`config.mk`:
```
export PLATFORM = sky130hd
export DESIGN_NAME = ptp_bridge_rx_dbg_cntr_bank
export DESIGN_NICKNAME = d
export VERILOG_FILES = /design/src/rtl/ptp_bridge_dbg_pkg.sv /design/src/rtl/ptp_bridge_dbg_cntr_cell.sv /design/src/rtl/ptp_bridge_rx_dbg_cntr_bank.sv
export SDC_FILE = /design/constraint.sdc
export NUM_CORES = 2
export LEC_CHECK = 0
export ABC_AREA = 1
export BUFFER_PORTS_ARGS = -buffer_cell sky130_fd_sc_hd__buf_2
export CORE_ASPECT_RATIO = 0.5
export CORE_MARGIN = 4
export CORE_UTILIZATION = 58
export CTS_CLUSTER_DIAMETER = 40
export DETAILED_ROUTE_END_ITERATION = 10
export GPL_TIMING_DRIVEN = 0
export HOLD_SLACK_MARGIN = 0.15
export PLACE_DENSITY = 0.82
export SYNTH_ARGS = -nofsm -noshare
export SYNTH_HDL_FRONTEND = slang
export SYNTH_SLANG_ARGS = --single-unit
```
`constraint.sdc`:
```
create_clock -name clk -period 24.2 [get_ports clk]
set_input_delay 4.84 -clock clk [delete_from_list [all_inputs] [get_ports clk]]
set_output_delay 4.84 -clock clk [all_outputs]
set_load 0.02 [all_outputs]
```
`src/rtl/ptp_bridge_dbg_pkg.sv`:
```
`default_nettype none
// ============================================================================
// Module   : ptp_bridge_dbg_pkg
// Purpose  : Shared register-map constants and helpers for the debug counter bank.
// Revision : 1.0 - initial release
// ============================================================================
package ptp_bridge_dbg_pkg;

    localparam int          c_CLR_ALL_BIT = 0;
    localparam int          c_FREEZE_BIT  = 1;
    localparam logic [31:0] c_UNMAPPED_RD = 32'h0000_0000;

    function automatic int wpc(input int cntr_width);
        return cntr_width / 32;
    endfunction

    // The control register sits directly after the last counter word.
    function automatic int ctrl_offset(input int num_cntr, input int cntr_width);
        return num_cntr * wpc(cntr_width);
    endfunction

endpackage
`default_nettype wire

```
`src/rtl/ptp_bridge_dbg_cntr_cell.sv`:
```
`default_nettype none
// ============================================================================
// Module   : ptp_bridge_dbg_cntr_cell
// Purpose  : One event counter with freeze, wrap/saturate, clear and clear-on-read.
// Revision : 1.0 - initial release
// ============================================================================
module ptp_bridge_dbg_cntr_cell
    import ptp_bridge_dbg_pkg::*;
#(
    parameter int WIDTH    = 32,
    parameter int SATURATE = 0
) (
    input  logic             clk,
    input  logic             rst,
    input  logic             i_inc,
    input  logic             i_freeze,
    input  logic             i_clr,
    input  logic             i_rd_clr,
    output logic [WIDTH-1:0] o_cnt
);

    logic [WIDTH-1:0] r_cnt;
    logic             w_inc;
    logic             w_at_max;

    assign w_inc    = i_inc & ~i_freeze;
    assign w_at_max = &r_cnt;

    // A read-clear that coincides with an increment leaves the count at one.
    always_ff @(posedge clk or posedge rst) begin
        if (rst) begin
            r_cnt <= '0;
        end else if (i_clr) begin
            r_cnt <= '0;
        end else if (i_rd_clr) begin
            r_cnt <= {{(WIDTH-1){1'b0}}, w_inc};
        end else if (w_inc) begin
            if (!w_at_max) begin
                r_cnt <= r_cnt + WIDTH'(1);
            end else if (SATURATE == 0) begin
                r_cnt <= '0;
            end
        end
    end

    assign o_cnt = r_cnt;

endmodule
`default_nettype wire

```
`src/rtl/ptp_bridge_rx_dbg_cntr_bank.sv`:
```
`default_nettype none
// ============================================================================
// Module   : ptp_bridge_rx_dbg_cntr_bank
// Purpose  : AVMM-readable bank of debug event counters with freeze/clear control.
//            Optional: PTP_BRIDGE_DBG_CNTR_CLR_ON_READ_EN makes low-word reads clear.
// Revision : 1.0 - initial release
// ============================================================================
module ptp_bridge_rx_dbg_cntr_bank
    import ptp_bridge_dbg_pkg::*;
#(
    parameter int                    NUM_CNTR   = 16,
    parameter int                    CNTR_WIDTH = 32,
    parameter int                    ADDR_WIDTH = 8,
    parameter int                    DATA_WIDTH = 32,
    parameter logic [ADDR_WIDTH-1:0] BASE_ADDR  = 'h0,
    parameter int                    SATURATE   = 0
) (
    input  logic                           clk,
    input  logic                           rst,
    input  logic [NUM_CNTR-1:0]            cntr_inc,
    input  logic [ADDR_WIDTH-1:0]          avmm_address,
    input  logic                           avmm_read,
    input  logic                           avmm_write,
    input  logic [DATA_WIDTH-1:0]          avmm_writedata,
    input  logic [3:0]                     avmm_byteenable,
    output logic [DATA_WIDTH-1:0]          avmm_readdata,
    output logic                           avmm_readdatavalid,
    output logic [NUM_CNTR*CNTR_WIDTH-1:0] cntr_snapshot
);

    localparam int c_WPC      = wpc(CNTR_WIDTH);
    localparam int c_CTRL_OFF = ctrl_offset(NUM_CNTR, CNTR_WIDTH);

    typedef logic [ADDR_WIDTH:0] off_t;

    logic [ADDR_WIDTH-1:0] r_addr;
    logic                  r_rd;
    logic                  r_wr;
    logic                  r_wd_clr;
    logic                  r_wd_freeze;
    logic                  r_be0;
    logic                  r_freeze;
    logic                  r_rdv;
    logic [DATA_WIDTH-1:0] r_rdata;

    off_t                  w_off;
    logic                  w_ctrl_sel;
    logic                  w_rd_only;
    logic                  w_ctrl_wr;
    logic                  w_clr_all;
    logic [DATA_WIDTH-1:0] w_rdata;
    logic [NUM_CNTR-1:0]   w_lo_sel;
    logic [NUM_CNTR-1:0]   w_hi_sel;
    logic [NUM_CNTR-1:0]   w_lo_sample;
    logic [DATA_WIDTH-1:0] w_word_lo [NUM_CNTR];
    logic [DATA_WIDTH-1:0] w_word_hi [NUM_CNTR];
    logic                  w_unused;

    assign w_unused = ^{avmm_writedata, avmm_byteenable[3:1]};

    always_ff @(posedge clk or posedge rst) begin
        if (rst) begin
            r_addr      <= '0;
            r_rd        <= 1'b0;
            r_wr        <= 1'b0;
            r_wd_clr    <= 1'b0;
            r_wd_freeze <= 1'b0;
            r_be0       <= 1'b0;
        end else begin
            r_addr      <= avmm_address;
            r_rd        <= avmm_read;
            r_wr        <= avmm_write;
            r_wd_clr    <= avmm_writedata[c_CLR_ALL_BIT];
            r_wd_freeze <= avmm_writedata[c_FREEZE_BIT];
            r_be0       <= avmm_byteenable[0];
        end
    end

    // Zero-extended subtraction: addresses below BASE_ADDR borrow into the
    // top bit and so can never match an in-range offset.
    assign w_off      = {1'b0, r_addr} - {1'b0, BASE_ADDR};
    assign w_ctrl_sel = (w_off == off_t'(c_CTRL_OFF));
    assign w_rd_only  = r_rd & ~r_wr;
    assign w_ctrl_wr  = r_wr & w_ctrl_sel & r_be0;
    assign w_clr_all  = w_ctrl_wr & r_wd_clr;

    for (genvar i = 0; i < NUM_CNTR; i++) begin : g_cntr
        logic [CNTR_WIDTH-1:0] w_cnt;
        logic                  w_rd_clr;

        assign w_lo_sel[i]    = (w_off == off_t'(i * c_WPC));
        assign w_lo_sample[i] = w_rd_only & w_lo_sel[i];

`ifdef PTP_BRIDGE_DBG_CNTR_CLR_ON_READ_EN
        assign w_rd_clr = w_lo_sample[i];
`else
        assign w_rd_clr = 1'b0;
`endif

        ptp_bridge_dbg_cntr_cell #(
            .WIDTH    (CNTR_WIDTH),
            .SATURATE (SATURATE)
        ) u_cell (
            .clk      (clk),
            .rst      (rst),
            .i_inc    (cntr_inc[i]),
            .i_freeze (r_freeze),
            .i_clr    (w_clr_all),
            .i_rd_clr (w_rd_clr),
            .o_cnt    (w_cnt)
        );

        assign cntr_snapshot[i*CNTR_WIDTH +: CNTR_WIDTH] = w_cnt;
        assign w_word_lo[i] = w_cnt[DATA_WIDTH-1:0];

        if (c_WPC == 2) begin : g_hi
            // Shadow keeps the high half coherent with the low half read earlier.
            logic [DATA_WIDTH-1:0] r_shadow;

            always_ff @(posedge clk or posedge rst) begin
                if (rst) begin
                    r_shadow <= '0;
                end else if (w_clr_all) begin
                    r_shadow <= '0;
                end else if (w_lo_sample[i]) begin
                    r_shadow <= w_cnt[CNTR_WIDTH-1 -: DATA_WIDTH];
                end
            end

            assign w_hi_sel[i]  = (w_off == off_t'(i * c_WPC + 1));
            assign w_word_hi[i] = r_shadow;
        end else begin : g_no_hi
            assign w_hi_sel[i]  = 1'b0;
            assign w_word_hi[i] = '0;
        end
    end

    always_comb begin
        w_rdata = c_UNMAPPED_RD;
        for (int i = 0; i < NUM_CNTR; i++) begin
            if (w_lo_sel[i]) w_rdata = w_word_lo[i];
            if (w_hi_sel[i]) w_rdata = w_word_hi[i];
        end
        if (w_ctrl_sel) begin
            w_rdata               = '0;
            w_rdata[c_FREEZE_BIT] = r_freeze;
        end
    end

    // A read colliding with a write still completes, but returns zero.
    always_ff @(posedge clk or posedge rst) begin
        if (rst) begin
            r_freeze <= 1'b0;
            r_rdv    <= 1'b0;
            r_rdata  <= '0;
        end else begin
            if (w_ctrl_wr) begin
                r_freeze <= r_wd_freeze;
            end
            r_rdv   <= r_rd;
            r_rdata <= w_rd_only ? w_rdata : '0;
        end
    end

    assign avmm_readdata      = r_rdata;
    assign avmm_readdatavalid = r_rdv;

endmodule
`default_nettype wire

```
==> qor.yml <==
clocking:
  cts_resized: 0
  cts_buffers: 56
  cts_sinks: 559
  hold_buffers: 0
  clk_path_buf_depth: 3
  cts_tree: "yes"
  insertion_delay_ns: 0.64
  root_buffer: "clkbuf_16"
  clk_pin_slew_ns: 0.07
  cts_setup_buffers: 0
  h-tree-depth: 2
route:
  wl_mm: 152
  drtIter0Drc: 6415
  drc_errors: 0
  wl_per_cell_um: 23.4
  avgViaCountPerCell: 6.25
  num_vias: 40500
  ant_nets: 0
  drt_pass1_iterations: 6
pwr:
  peakVddDrop_mv: 0.0640
  power_density_mw_per_mm2: 62.8
  p_leak_nw: 19.7
yosys:
  synthCells: 4990
  yosys.area_share.simple_pct: 37.3
  synth-edff-count: 0
  synth_compound_area_share_pct: 8.28
  muxShareOfSynthArea_pct: 0
  synthFlopType: "dfrtp_1"
  synth_nets: 5070
  synthArstFlopShare_pct: 100
  synth_area_mm2: 0.0352
  synth_xor_area_share_pct: 5.38
  ys_seq_area_share_pct: 39.8
  synth_seq_cells: 559
  yosysWarnings: 0
  ys_types: 61
  yosys.area_share.adder_pct: 0.569
  syn_area_per_cell_um2: 7.05
  synth_top_family_by_area: "simple AND/OR/NAND/NOR gates"
global_routing:
  grt_overflow_total: 0
  grt_pass1_vias: 37700
  grt_max_degree: 135
  grt_pass1_wl_mm: 228
  track_usage_pct: 45.3
  grt_antenna_before_repair: 6
cells_and_area:
  final_core_util_pct: 69.0
  drive_above_1_share_pct: 15.4
  nNetsFinal: 5708
  area_growth_pct: 16.9
  n_fill_cell: 5203
worst_setup_path:
  crit_required_ns: 24.88
  critPathMostFrequentCell: "buf_16"
  crit_chain: "buf_2 -> inv_8 -> buf_16 -> buf_16 -> buf_16"
  start_kind: "input port"
  critical_path.slowest_cell: "inv_8"
  critical_path_class: "input port to asynchronous set/reset pin"
  cp-end-kind: "asynchronous set/reset pin"
  worst-path-max-fanout: 122
  arrival_ns: 7.08
  max_stage_delay_ns: 0.53
place:
  place_ws_ns: 16.99
  portBuffers: 575
  routabilityCongestion: 1.06
  hpwl_mm: 117
min_path:
  hold_path_class: "flop to flop"
sta:
  setup_violations: 0
  max_freq_mhz: 156
  skew_ns: 0.0315
  final.period_utilization_pct: 26.4
  worstMarginPinSlew_ns: 1.01
  setup_slack_ns: 17.81
  slew_viol_final: 0
  finalHoldViolations: 0
  rsz0062_at_grt: "false"
  slew_headroom_pct: 32.3
  layout_min_cycle_time_ns: 6.39
die:
  ioPinCount: 609
  die-area_mm2: 0.0649
  die_h_um: 182
  chipWidth_um: 356
  initial_core_util_pct: 59.0
  core_region_area_mm2: 0.0596
  rows: 63
run_status:
  status: "completed"
job:
  max_cap_violations: 0
-- flip-flops by register name (all words and copies together) (netlist names) --
register / cells
avmm_readdata: 32
r_wr: 1
r_freeze: 1
r_rd: 1
g_cntr.u_cell.o_cnt: 512
r_wd_clr: 1
r_wd_freeze: 1
avmm_readdatavalid: 1
r_addr: 8
r_be0: 1
-- final cells by class --
cell class	count	area [um^2]	area share, %
plain buffers	139	704	1.71
inverters	629	2370	5.76
multi-input cells	3663	18100	44.1
diodes	2	5.00	0.0122
flip-flops and latches	559	14000	34.0
clock inverters	32	380	0.924
well taps	812	1020	2.47
repair buffers	580	3000	7.30
clock buffers	71	1550	3.76
-- synthesized netlist by cell type (all sizes together) (74+ instances only) --
library cell / count / area, um^2
a21oi: 221 / 1110
nor2: 787 / 3070
nand3: 333 / 1680
nand2: 1091 / 4220
buf: 74 / 458
nor4: 91 / 588
inv: 624 / 2340
dfrtp: 559 / 14000
nor3: 312 / 1710
nand4: 224 / 1410
o21ai: 219 / 1100
xor2: 173 / 1520
-- worst paths after layout --
path / start / endpoint / slack, ns / cells past startpoint
max in group clk: g_cntr[4].u_cell.o_cnt[9]$_DFFE_PP0P_ / cntr_snapshot[137] / 17.89 / 1
min in group asynchronous: rst / g_cntr[4].u_cell.o_cnt[28]$_DFFE_PP0P_ / 4.34 / 2
setup reg to reg: r_addr[7]$_DFF_PP0_ / avmm_readdata[23]$_DFF_PP0_ / 19.97 / 14
setup / recovery: rst / g_cntr[12].u_cell.o_cnt[18]$_DFFE_PP0P_ / 17.81 / 5
hold / removal: r_rd$_DFF_PP0_ / avmm_readdatavalid$_DFF_PP0_ / 0.40 / 0
hold reg to reg: r_rd$_DFF_PP0_ / avmm_readdatavalid$_DFF_PP0_ / 0.40 / 0
-- placed cells by master (no fill, tap or decap), types with 43 or more instances in the layout --
cell type,Yosys,routed
nand2_1,1067,1067
xnor2_1,43,43
nor2_1,757,757
o21ai_0,202,202
nand4_1,222,222
nor4_1,88,88
inv_1,604,603
clkbuf_1,65,70
a21oi_1,221,221
nor3_1,282,282
xor2_1,173,173
buf_2,51,626
nand3_1,330,330
dfrtp_1,559,559
clkbuf_16,0,57
-- critical path: cells and delay by family --
kind / cells / cell delay (ns)
buffers and inverters: 5 / 1.90
-- power breakdown --
group / internal (W) / leakage (nW) / total [W] / switching, W
registers: 0.00101 / 7.35 / 0.00117 / 0.000161
clock network: 0.000531 / 0.957 / 0.000953 / 0.000422
logic: 0.000139 / 11.4 / 0.000458 / 0.000319
-- routing by layer --
metal,GRT usage (%),part of all wire (%),up-vias
met4,28.1,7.7,8
met1,57.6,36,19000
met5,0,0.037,-
li1,-,-,17700
met2,70.0,44,3099
met3,11.0,12,697
-- per-stage QoR --
stage | total power [W] | std cells | cell area, um^2 | hold slack (ns) | setup TNS [ns]
final | 0.00258 | 6487 | 41100 | 0.400 | 0
after global routing | 0.00266 | 6485 | 41100 | 0.406 | 0
after CTS | 0.00256 | 6485 | 41100 | 0.402 | 0
after detailed placement | 0.00163 | 6382 | 39200 | 0.387 | 0
after global placement | 0.00161 | 6377 | 39100 | 0.375 | -1270.21
after floorplan | 0.00141 | 4990 | 35200 | 0.354 | 0
-- cell families (layout without fill, tap and decap cells) --
kind of cell,after synthesis,in the layout
other,0,2
adder cells (fa/ha/maj),16,16
AND/OR/NAND/NOR,2898,2898
AO/OA/AOI/OAI,533,533
flip-flops,559,559
XOR/XNOR,216,216
buffers and inverters,768,1451
Note: power is estimated with default switching activity, not from simulation.
